File: src/rtl/output_display_queue.sv
// output_display_queue: queues CPU OUT values and holds each on the display for HOLD_CYCLES clocks
module output_display_queue #(
  parameter int DATA_W      = 32,
  parameter int DEPTH       = 8,
  parameter int HOLD_CYCLES = 50000000
) (
  input  logic                   clk,
  input  logic                   reset,
  input  logic                   out_strobe,
  input  logic [DATA_W-1:0]      out_data,
  input  logic                   flush,
  output logic [DATA_W-1:0]      disp_value,
  output logic                   disp_busy,
  output logic [$clog2(DEPTH):0] fifo_count,
  output logic                   cpu_stall,
  output logic                   overflow,
  output logic [7:0]             drop_count
);
  localparam int AW = $clog2(DEPTH);
  localparam int HW = $clog2(HOLD_CYCLES);
  typedef enum logic {IDLE, SHOW} state_t;
  state_t state;
  logic [DATA_W-1:0] mem [DEPTH];
  logic [AW-1:0] wr_ptr, rd_ptr;
  logic [HW-1:0] hold_cnt;
  logic strobe_q, push, full, hold_end, holding, pop, wr_en, drop;
  always_comb begin
    push     = out_strobe & ~strobe_q;
    full     = fifo_count == (AW+1)'(DEPTH);
    hold_end = hold_cnt == HW'(HOLD_CYCLES - 1);
    holding  = (state == SHOW) & ~hold_end;
    // a flush cycle never pops, so the current display just runs out its hold
    pop      = ~flush & (fifo_count != '0) & ((state == IDLE) | hold_end);
    wr_en    = push & ~flush & (~full | pop);
    drop     = push & ~flush & full & ~pop;
  end
  assign cpu_stall = full;
  always_ff @(posedge clk)
    if (wr_en) mem[wr_ptr] <= out_data;
  always_ff @(posedge clk or negedge reset) begin
    if (!reset) begin
      state      <= IDLE;
      disp_value <= '0;
      disp_busy  <= 1'b0;
      fifo_count <= '0;
      overflow   <= 1'b0;
      drop_count <= '0;
      wr_ptr     <= '0;
      rd_ptr     <= '0;
      hold_cnt   <= '0;
      strobe_q   <= 1'b0;
    end else begin
      strobe_q   <= out_strobe;
      wr_ptr     <= wr_ptr + AW'(wr_en);
      rd_ptr     <= flush ? wr_ptr : rd_ptr + AW'(pop);
      fifo_count <= flush ? '0 : fifo_count + (AW+1)'(wr_en) - (AW+1)'(pop);
      overflow   <= overflow | drop;
      drop_count <= (drop && drop_count != 8'hFF) ? drop_count + 8'd1 : drop_count;
      disp_value <= pop ? mem[rd_ptr] : disp_value;
      hold_cnt   <= holding ? hold_cnt + HW'(1) : '0;
      state      <= (pop | holding) ? SHOW : IDLE;
      disp_busy  <= pop | holding;
    end
  end
endmodule

File: config.mk
export PLATFORM = sky130hd
export DESIGN_NAME = output_display_queue
export DESIGN_NICKNAME = d
export VERILOG_FILES = /design/src/rtl/output_display_queue.sv
export SDC_FILE = /design/constraint.sdc
export NUM_CORES = 1
export LEC_CHECK = 0
export CORE_ASPECT_RATIO = 0.9
export CORE_MARGIN = 4
export CORE_UTILIZATION = 60
export DETAILED_ROUTE_END_ITERATION = 6
export GPL_ROUTABILITY_DRIVEN = 0
export HOLD_SLACK_MARGIN = 0.06
export PLACE_DENSITY = 0.81
export SKIP_CTS_REPAIR_TIMING = 1
export SYNTH_ARGS = -nofsm -noshare
export SYNTH_HDL_FRONTEND = slang
export SYNTH_SLANG_ARGS = --single-unit
File: constraint.sdc
create_clock -name clk -period 14.7 [get_ports clk]
set_input_delay 1.47 -clock clk [delete_from_list [all_inputs] [get_ports clk]]
set_output_delay 1.47 -clock clk [all_outputs]
set_load 0.02 [all_outputs]
==> results.md, run 1 <==
* Run status: finished clean
* Horizontal die dimension at 164.5 um
* Final-report max-slew violation count at 0
* Main flop type after synthesis: edfxtp_1
* Post-route worst setup slack at 10650 ps
* Final layout net count at ~830
* Largest net degree at the start of global routing at 66
* Max-Slew Margin vs Limit at 0.2238
* Post-synth cell types at 42
* Share of layout cells above drive strength 1 at 0.2559
* Leading cell type in the layout, fill and taps excluded: edfxtp_1
* Total global-route track usage at 0.2179
* Areal power density over the cells at 150.6 mW/mm2
* Total Negative Setup Slacks at 0 ps
* Cell area after synthesis at 0.01323 mm2
* Total setup violations reported at the end of the flow at 0
* Proportion of synthesized flip-flops having asynchronous set or reset at 0.2358
* Number of buffers on the longest clock path at 3
* Count of state elements after synthesis at 335
* Dominant cell type by area after synthesis: edfxtp_1
* Synth Warn # at 0
* Post-route clock skew at 16.84 ps
* Half-perimeter wire length after detailed placement at approximately 15 mm
* CTS root buffer: clkbuf_16
* Number of DRC markers after the initial detailed-route iteration at 604
* Top-Level Pins at 83
* Max capacitance violation total at 0
* Mean routed wirelength per cell at 23.19 um
* Sum of routed wire length over all layers at 25.32 mm
* Buffers on Ports at 82
* Share of Yosys cell area claimed by the top area cell type at 0.5810
* Data arrival time of the critical path at between 4000 and 5000 ps
* Class of the tightest hold or removal check: reg2reg
* Final Cycle Share at 0.2757
* Diode count at 0
* Routed via count at 6523
* Largest cells by area after synthesis: edfxtp_1, dfrtp_1, mux4_2, mux2_2, xor2_1
* Clock tree sinks at 335
* Global-route wire length before repair at 40.79 mm
* DRC at 0
* Floorplan die area at 0.02449 mm2
* Post-layout util at 0.7136
* Post-layout minimum cycle time at 4053 ps
* H-tree depth at 2
* Count of fill cells added during filler insertion at between 1000 and 1500
* Initial core utilization at 0.6116
* Fin. Hold Viols at 0
* Mean area per synthesized cell at 19.57 um2
* Highest achievable clock rate at 0.2467 GHz
* Post-Place Cells at 1030
* Kind of start point of the critical path: input pin
* WS Path Type: in2reg
* Peak supply drop at 0.1615 mV
* TritonCTS clock tree: yes
* Critical Path Sink Type: flop
* RSZ-0062 raised after global routing: false
* Remaining number of nets flagged by the antenna check after routing at 0
* First drt pass iteration count at 5
* Gate count after technology mapping at 676
* Most frequent cells in the layout: edfxtp_1, clkdlybuf4s50_1, dfrtp_1, mux2_2, mux4_2
* Highest fanout seen on the critical path at 34
* Number of global-route vias before repair at 7152
* Clock-pin slew on the worst setup and hold paths at ~60 ps
* Die Y-Extent at 148.9 um
* Share of synthesized area occupied by flip-flops and latches at 0.7305
* P_leak at 0.005524 uW
* Antenna violations before repair at 2
* Area of the core at 0.02163 mm2
* CP required at 15060 ps
* Number of enable flip-flop cells after synthesis at 256
* TritonCTS Buffers at 34
* Register-to-register setup slack at 11180 ps
* Site Rows at 51
* Skew-Pair Late Insertion Delay at 500 ps
* Average vias per placed instance at 5.973
* Global-route congestion overflow total at 0
* Measured slew at the worst slew-check pin at 1162 ps
* Placement Setup Slack at 10180 ps
* Layout overhead on the synthesized area at 16.67%
* Net Count, Synth at 725
* Count of non-filler cells in the finished layout at 1092
==> kinds of logic after synthesis <==
family          synth area share
xor+xnor                 0.02185
compound gates           0.01050
flops                     0.7305
buf+inv                  0.01362
fa+ha+maj                0.01286
simple gates             0.04388
mux                       0.1668
==> through the flow <==
step,area (um2),total power [uW],hold WS (ps)
after floorplan,13230,1441,454.9
after global placement,14410,1547,465.3
after detailed placement,14410,1564,468.8
after CTS,15430,2351,493.8
after global routing,15440,2425,507.7
final,15440,2325,490.6
==> metal layers <==
layer / wire (um) / share of wire / global-route usage
met4: 413 / 0.016 / 0.04990
met2: 13270 / 0.52 / 0.3738
met3: 1458 / 0.058 / 0.04172
met5: 34 / 0.0013 / 0
met1: 10140 / 0.40 / 0.2954
==> critical path, stage by stage <==
cell and delay, ps:
clkdlybuf4s50_1 600, a21oi_2 550, nand2_4 490, inv_1 230, ha_1 170, inv_1 80
ha_1 290, a21o_1 160, a21oi_1 160, xnor2_1 140, nor2_1 70
==> area by class of cell <==
class | instances | area (um2) | share of cell area
tap | 291 | 364.1 | 0.02359
multi-input combinational | 302 | 3446 | 0.2232
timing repair buffer | 93 | 898.4 | 0.05820
inverter | 10 | 37.54 | 0.002432
clock buffer | 48 | 954.7 | 0.06185
clock inverter | 13 | 65.06 | 0.004215
sequential | 335 | 9671 | 0.6265
==> registers in the layout (all words and copies together), names as in the netlist <==
name and flops:
overflow 1, disp_busy 1, drop_count 8, fifo_count 4, rd_ptr 3, strobe_q 1
wr_ptr 3, mem 256, disp_value 32, hold_cnt 26
==> where the power goes <==
part	internal [uW]	switching, uW	leakage [uW]	total [uW]
Clock	453	332	0.000501	786
Combinational	240	171	0.00165	411
Sequential	1060	65.6	0.00337	1130
==> path summary, 6_finish.rpt <==
| check | from | endpoint | cells past startpoint |
|---|---|---|---|
| hold / removal | hold_cnt[0] | hold_cnt[0] | 1 |
| min in group asynchronous | reset | disp_value[12] | 1 |
| max in group asynchronous | reset | rd_ptr[0] | 2 |
| hold reg to reg | hold_cnt[0] | hold_cnt[0] | 1 |
| setup reg to reg | hold_cnt[10] | fifo_count[3] | 13 |
| setup / recovery | flush | fifo_count[3] | 11 |
==> synth_stat cells (all sizes together), types with 3 or more instances <==
cell / n
nor3: 5
a21oi: 6
nor3b: 3
inv: 10
and4: 3
nand4: 7
ha: 12
buf: 17
edfxtp: 256
xnor2: 14
nand2: 15
nor2b: 4
xor2: 19
nor2: 33
nor4: 4
a211oi: 3
dfrtp: 79
clkbuf: 12
mux4: 64
mux2: 68
and3: 6
nor4b: 4
nand3: 15
(Power assumes the default switching activity.)
==> run 2, diff against run 1 <==
- CORE_UTILIZATION: 60 -> 53
- PLACE_DENSITY: 0.81 -> 0.75
- clock period: 14.7 -> 3.4 ns (I/O delays scaled with it)
==> run 2 against run 1 <==
Worst hold slack got worse by 160 ps. Clock power rose to 4.5 times the previous value. Critical path type is now reg2reg. Total power rose to 4.4 times the previous value. First-iteration DRC count fell by 21%. Via count did not move. Critical path depth fell by 4. Setup slack got worse by 10000 ps. Cell area rose by 2.0%. Highest routed layer is now met4.
==> results.md, run 2 (synthesized netlist as in run 1, its figures left out) <==
* Run status: finished clean
* Number of DRC markers after the initial detailed-route iteration at 476
* Site Rows at 54
* Horizontal die dimension at 174.5 um
* Post-layout util at 0.6455
* Measured slew at the worst slew-check pin at 992.2 ps
* Buffers and inverters on the worst path at 2
* Count of non-filler cells in the finished layout at between 1000 and 1500
* Share of layout cells above drive strength 1 at 0.2635
* TritonCTS clock tree: yes
* Area of placed instances at 0.01468 mm2
* Data arrival time of the critical path at 3110 ps
* Global-route wire length before repair at 40.74 mm
* Number of buffers on the longest clock path at 3
* Total global-route track usage at 0.1907
* Largest net degree at the start of global routing at 66
* WS Path Type: reg2reg
* Register-to-register setup slack at 450 ps
* Routed via count at between 6000 and 7000
* Flip-flop count of the largest register after layout at 256
* Kind of cell adding the most delay to the critical path: simple AND/OR/NAND/NOR gates
* Leading cell type in the layout, fill and taps excluded: edfxtp_1
* Post-route clock skew at approximately 16 ps
* Post-layout minimum cycle time at around 3000 ps
* TritonCTS Buffers at 35
* Remaining number of nets flagged by the antenna check after routing at 0
* Half-perimeter wire length after detailed placement at 15.05 mm
* Top-Level Pins at 83
* Antenna violations before repair at 0
* First drt pass iteration count at 5
* Mean routed wirelength per cell at 22.08 um
* Count of fill cells added during filler insertion at 1597
* Register with the most flip-flops: mem
* Peak supply drop at around 0.5 mV
* Design area at 0.01574 mm2
* Kind of start point of the critical path: flop
* RSZ-0062 raised after global routing: false
* Most frequent cells in the layout: edfxtp_1, clkdlybuf4s50_1, dfrtp_1, mux2_2, mux4_2
* Number of global-route vias before repair at 7189
* Max capacitance violation total at 0
* Cell with the most instances on the worst path: buf_4
* Worst Hold Slack at between 300 and 400 ps
* Largest registers: mem x256, disp_value x32, hold_cnt x26
* Areal power density over the cells at 651.9 mW/mm2
* H-tree depth at 2
* Diode count at 0
* Area of the core at 0.02439 mm2
* Sum of routed wire length over all layers at 25.43 mm
* Die Y-Extent at about 160 um
* Worst stage delay on the critical path at around 580 ps
* Global-route congestion overflow total at 0
* Layout overhead on the synthesized area at 19.00%
* CTS root buffer: clkbuf_16
* Skew-Pair Late Insertion Delay at around 510 ps
* Total setup violations reported at the end of the flow at 0
* Clock-pin slew on the worst setup and hold paths at 60 ps
* Class of the tightest hold or removal check: in2reg
* Floorplan die area at about 0.028 mm2
* Clock tree sinks at 335
* Max-Slew Margin vs Limit at 0.3386
* Post-Place Cells at 1088
* Buffers on Ports at 82
* CP required at approximately 3600 ps
* Final layout net count at 839
* Fin. Hold Viols at 0
* Initial core utilization at 0.5424
* Critical Path Sink Type: flop
* CP Cell Sequence: nor4b_2 > nand4_1 > o41ai_4 > a31oi_4 > buf_4 > nor4b_4 > buf_4
* P_leak at between 0.005 and 0.006 uW
* Highest fanout seen on the critical path at 24
* Final-report max-slew violation count at 0
* DRC at 0
* CP max stage cell: o41ai_4
* Highest achievable clock rate at about 0.34 GHz
* Final Cycle Share at 0.8686
* Average vias per placed instance at ~5.7
## run 2: changes by cell type in the layout (fill, tap and decap cells not counted), sizes merged
| cell | before | now |
|---|---|---|
| buf | 11 | 24 |
| clkbuf | 49 | 53 |
| clkinv | 11 | 9 |
| dlygate4sd3 | 0 | 1 |
| inv | 11 | 10 |
## run 2: final cells by class
class / instances / area (um2) / share of cell area
tap: 336 / 420.4 / 0.02670
inverter: 10 / 37.54 / 0.002384
timing repair buffer: 106 / 1076 / 0.06835
multi-input combinational: 302 / 3487 / 0.2215
sequential: 335 / 9671 / 0.6142
clock inverter: 10 / 46.29 / 0.002940
clock buffer: 53 / 1006 / 0.06390
## run 2: worst paths after layout
kind                         startpoint            end  cells past startpoint
hold / removal               out_strobe       strobe_q                      1
max in group asynchronous         reset  disp_value[3]                      3
setup / recovery           hold_cnt[10]      mem[4][8]                      7
setup reg to reg           hold_cnt[10]      mem[4][8]                      7
hold reg to reg                overflow       overflow                      1
min in group asynchronous         reset  disp_value[4]                      2
## run 2: power by group
group / total (uW) / switching [uW] / internal (uW)
logic: 1810 / 715 / 1100
registers: 4950 / 356 / 4590
clock network: 3510 / 1460 / 2040
total: 10300 / 2540 / 7730
## run 2: through the flow
step | worst slack [ps] | TNS [ps] | power [uW]
after global routing | 266.1 | 0 | 10700
after CTS | 394.2 | 0 | 10390
after global placement | 509.6 | 0 | 6820
after detailed placement | 443.9 | 0 | 6872
after floorplan | -637.0 | -72720 | 6259
final | 446.7 | 0 | 10260
## run 2: metal layers
metal / global-route usage / up-vias / share of wire
li1: - / 2896 / -
met1: 0.2616 / 3422 / 0.43
met2: 0.3238 / 162 / 0.51
met3: 0.03152 / 43 / 0.045
met4: 0.05423 / 0 / 0.021
met5: 0 / - / 0
==> RTL edit 1: new RTL, settings of run 2 <==
Take the reset off `disp_value` and load it in a clocked block of its own.
--- a/src/rtl/output_display_queue.sv
+++ b/src/rtl/output_display_queue.sv
@@ -40,7 +40,6 @@
   always_ff @(posedge clk or negedge reset) begin
     if (!reset) begin
       state      <= IDLE;
-      disp_value <= '0;
       disp_busy  <= 1'b0;
       fifo_count <= '0;
       overflow   <= 1'b0;
@@ -56,11 +55,14 @@
       fifo_count <= flush ? '0 : fifo_count + (AW+1)'(wr_en) - (AW+1)'(pop);
       overflow   <= overflow | drop;
       drop_count <= (drop && drop_count != 8'hFF) ? drop_count + 8'd1 : drop_count;
-      disp_value <= pop ? mem[rd_ptr] : disp_value;
       hold_cnt   <= holding ? hold_cnt + HW'(1) : '0;
       state      <= (pop | holding) ? SHOW : IDLE;
       disp_busy  <= pop | holding;
     end
   end
+
+  always_ff @(posedge clk) begin
+    disp_value <= pop ? mem[rd_ptr] : disp_value;
+  end
 endmodule
 
Formal check against the unedited RTL: differs if reset is asserted again (counterexample within 4 cycles, from zero or initial values and one cycle with reset low); with reset held inactive, the same outputs for 10 cycles.
==> RTL edit 1 against run 2 <==
Setup slack worse by 0.081 ns; combinational power hardly changed; routed wire length is 3.5% lower; clock skew shrank 0.0038 ns; final area down 0.95%; sequential power up 2%; via count shrank 3.0%; sequential cell count unchanged; total power up 4.0%; area after synthesis is 1.8% lower; synthesized cell count is 4.9% lower; critical path type unchanged; critical endpoint is now fifo_count[3]; largest cell class unchanged; largest power group unchanged; highest routed layer is now met5.
==> RTL edit 1: results (changes against run 2) <==
* Post-Place Cell Area at 0.01443 mm2 (-1.7%)
* Power consumption at 10.67 mW (+4.0%)
* Critical Path Fanout Max at 14 (-42%)
* Initial antenna violation count at 1 (+1)
* Register area share after synthesis at 0.7563 (+0.02584)
* Number of global-route vias before repair at 6,822 (-5.1%)
* M3 GR Usage at 0.04179 (+0.01027)
* Post-synth top cells: edfxtp_1 (288), mux4_2 (64), dfrtp_1 (47), mux2_2 (36), nor2_1 (28)
* Slew HR at 0.3024 (-0.03611)
* Met3 Routed Length at 1562 um (+36%)
* Leak at 5.219 nW (-7.5%)
* Status: finished clean
* FF-to-FF path depth at 14 (+7)
* Reg power frac at 0.474 (-0.008)
* Synth Area per Inst at 20.20 um2 (+3.2%)
* DR top layer: met5
* Synth async-reset ratio at 0.1403 (-0.09552)
* Dpl ws at 0.3742 ns (-0.06967 ns)
* Clock power share at 0.356 (+0.014)
* Met2 WL at 12,230 um (-5.1%)
* Arrival time worst endpoint at 3.42 ns (+0.31 ns)
* Avg WL per Cell at 22.49 um (+1.9%)
* Type of the tightest min-delay check: in2async
* Synth unique cells at 39 (-7.1%)
* Max VDD drop at 0.0003660 V (-27%)
* Switch share at 0.2384 (-0.008664)
* Fin nets at 809 (-3.6%)
* Worst r2r dst: fifo_count[3]
* Inst Count DP at 1,031 (-5.2%)
* Final HPWL DP at 13,950 um (-7.3%)
* Final hold slack at 0.01817 ns (-0.3090 ns)
* GR Util All Layers at 0.1875 (-0.003253)
* Clk Latency, worst-skew pair at 0.50 ns
* Met2 usage at 0.3092 (-0.01454)
* Number of flops mapped to enable cells by yosys at 288 (+13%)
* Clock Skews at 0.01262 ns (-0.003826 ns)
* Layout Cells excl Fill at 1,091 (-5.3%)
* Synth area leaders: edfxtp_1 (67%), mux4_2 (11%), dfrtp_1 (9.1%)
* Worst r2r src: hold_cnt[0]
* M1 WL at 10,330 um (-4.9%)
* Initial drt markers at 391 (-18%)
* Layout cells sized above 1 at 0.2554 (-0.008053)
* Global-route wire length before repair at 39,360 um (-3.4%)
* Detailed-route via count at 6,328 (-3.0%)
* Syn nets at 692 (-4.6%)
* Largest net degree at the start of global routing at 48 (-27%)
RTL edit 1: cell count changes after synthesis, sizes merged, moves of 3 or more:
cell	delta
inv	+3
mux2	-32
clkbuf	+3
nand3	-3
nor2	-5
o21ai	+4
xor2	-7
buf	-7
and3	-3
nor4	+6
dfrtp	-32
edfxtp	+32
xnor2	+4
RTL edit 1: final cells by class:
| cell class | count | area, um2 |
|---|---|---|
| multi-input combinational | 270 | 3124 |
| timing repair buffer | 105 | 1039 |
| sequential | 335 | 9831 |
| clock inverter | 14 | 162.7 |
| inverter | 13 | 52.55 |
| fill | 1572 | 8594 |
| clock buffer | 46 | 999.7 |
| tap | 308 | 385.4 |
RTL edit 1: worst max-delay path: stages (launching register included):
cell        delay (ns)
dfrtp_1           0.41
ha_1              0.24
and4_1            0.28
nand2_1           0.12
o31ai_4           0.34
buf_4             0.26
nand2_1           0.12
clkinvlp_4        0.14
ha_1              0.15
inv_1             0.07
ha_1              0.27
a21o_1            0.16
a21oi_1           0.17
xnor2_1           0.14
nor2_1            0.06
RTL edit 1: how the worst max path moves through the flow:
stage	start	endpoint	slack [ns]
after floorplan	hold_cnt[0]	mem[5][0]	-0.47
after global placement	hold_cnt[0]	fifo_count[2]	0.50
after detailed placement	hold_cnt[0]	fifo_count[1]	0.37
after CTS	hold_cnt[0]	fifo_count[3]	0.35
after global routing	hold_cnt[0]	fifo_count[3]	0.12
final	hold_cnt[0]	fifo_count[3]	0.37
RTL edit 1: logic make-up after synthesis:
| family | synth area share |
|---|---|
| DFF | 0.7563 |
| and+or+nand+nor | 0.04228 |
| muxes | 0.1422 |
| buffers and inverters | 0.01214 |
| xor gates and xnor gates | 0.02023 |
| AOI/OAI and AO/OA | 0.01377 |
| adders and majority gates | 0.01310 |
==> RTL edit 2: new RTL, settings of run 2 <==
Without the edit above. Change the parameter `DATA_W` from 32 to 40.
--- a/src/rtl/output_display_queue.sv
+++ b/src/rtl/output_display_queue.sv
@@ -1,6 +1,6 @@
 // output_display_queue: queues CPU OUT values and holds each on the display for HOLD_CYCLES clocks
 module output_display_queue #(
-  parameter int DATA_W      = 32,
+  parameter int DATA_W      = 40,
   parameter int DEPTH       = 8,
   parameter int HOLD_CYCLES = 50000000
 ) (
Ports: changed (resized disp_value and out_data); port bits go from 83 to 99. No check against the original RTL was run, so the function may have changed too.
==> RTL edit 2 against run 2 <==
Sequential cell count up 72; routed wire length up 21%; clock power up 21%; total power up 21%; final area up 20%; area after synthesis up 20%; combinational power up 23%; sequential share of layout area up 1.1 points; sequential power up 20%; setup slack worse by 0.11 ns; maximum frequency down 3.7%.
==> RTL edit 2: results (changes against run 2) <==
* Inst Count DP at 1,319 (+21%)
* CTS buffer count at 40 (+14%)
* Syn nets at 899 (+24%)
* Synth area leaders: edfxtp_1 (61%), dfrtp_1 (14%), mux4_2 (11%)
* Layout cells sized above 1 at 0.1857 (-0.07774)
* Synth Area per Inst at 18.85 um2 (-3.7%)
* Synth async-reset ratio at 0.2138 (-0.02206)
* Max VDD drop at 0.0003677 V (-26%)
* Register area share after synthesis at 0.7425 (+0.01202)
* GR Util All Layers at 0.1906 (about the same)
* Synth unique cells at 40 (-4.8%)
* Critical Path Fanout Max at 41 (+71%)
* Fin nets at 1,023 (+22%)
* Post-synth top area share at 0.6053 (+0.02430)
* M3 GR Usage at 0.03270 (+0.001182)
* Initial antenna violation count at 1 (+1)
* Max incr delay on CP at 0.57 ns
* Final HPWL DP at 17,430 um (+16%)
* Vias per inst at 5.716 (+0.94%)
* Arrival time worst endpoint at 3.46 ns (+0.35 ns)
* Leak at 6.588 nW (+17%)
* Met1 Track Usage GR at 0.2709 (+0.009301)
* Global-route wire length before repair at 48,000 um (+18%)
* Type of the tightest min-delay check: in2reg
* Clock Skews at 0.008057 ns (-0.008392 ns)
* Post-synth top cells: edfxtp_1 (320), a21oi_1 (87), dfrtp_1 (87), mux4_2 (80), mux2i_1 (40)
* Biggest regs: mem x320, disp_value x40, hold_cnt x26
* Initial drt markers at 609 (+28%)
* YS warnings at 0 (unchanged)
* Status: finished clean
* Number of global-route vias before repair at 8,254 (+15%)
* Number of flops mapped to enable cells by yosys at 320 (+25%)
* Final ANT Viol Nets at 0 (unchanged)
* # port buffers at 98 (+20%)
* Post-Route WL at 30,830 um (+21%)
* Slew HR at 0.3445 (+0.005930)
* Met2 usage at 0.3167 (-0.007087)
* Avg WL per Cell at 22.15 um (+0.31%)
* Largest net degree at the start of global routing at 72 (+9.1%)
## RTL edit 2: final cells by class
class	instances	area, um2
Sequential cell	407	11800
Fill cell	2010	10380
Multi-Input combinational cell	381	3971
Timing Repair Buffer	125	1284
Clock buffer	47	1027
Tap cell	396	495.5
Clock inverter	25	240.2
Inverter	11	41.29
## RTL edit 2: where the power goes
part	switching (mW)	total, mW	internal [mW]
Clock	1.77	4.25	2.48
Combinational	1.01	2.23	1.22
Sequential	0.337	5.92	5.59
## RTL edit 2: per-layer routing
metal  wire [um]  share of wire
met4         450          0.015
met2       15540           0.50
met1       13280           0.43
met5          13        0.00042
met3        1538          0.050
## RTL edit 2: logic make-up (layout without fill, tap and decap cells)
| group | Yosys count | in the layout | synth area share |
|---|---|---|---|
| XOR/XNOR | 31 | 31 | 0.01710 |
| AO/OA/AOI/OAI | 98 | 98 | 0.03334 |
| buffers and inverters | 54 | 208 | 0.01569 |
| AND/OR/NAND/NOR | 113 | 113 | 0.03744 |
| multiplexers | 126 | 126 | 0.1432 |
| adder cells (fa/ha/maj) | 13 | 13 | 0.01072 |
| flip-flops | 407 | 407 | 0.7425 |
## RTL edit 2: metrics by stage
stage	utilization	TNS (ns)	setup slack, ns	hold slack [ns]	cell area [um2]
floorplan	-	-253.47	-0.8792	0.04441	15920
global placement	0.6013	0	0.4866	0.4654	17580
detailed placement	0.6013	0	0.4073	0.4776	17580
CTS	0.6446	0	0.3353	0.01439	18840
global route	0.6450	0	0.1849	0.3163	18850
finish	0.6450	0	0.3330	0.3330	18850
## RTL edit 2: worst paths after layout
path,from,to,slack (ns),cells after the start
min reg2reg,overflow,overflow,0.48,1
min in group asynchronous,reset,fifo_count[2],0.54,2
max,hold_cnt[10],rd_ptr[1],0.33,9
min,out_strobe,strobe_q,0.33,1
max reg2reg,hold_cnt[10],rd_ptr[1],0.33,9
max in group asynchronous,reset,disp_value[13],2.04,3
## RTL edit 2: worst register-to-register path: cells and delay by family (launching register included)
kind / cells / cell delay (ns)
simple gates: 3 / 0.60
buf+inv: 2 / 0.58
compound gates: 1 / 0.57
fa+ha+maj: 2 / 0.50
flops: 1 / 0.42
mux: 1 / 0.28
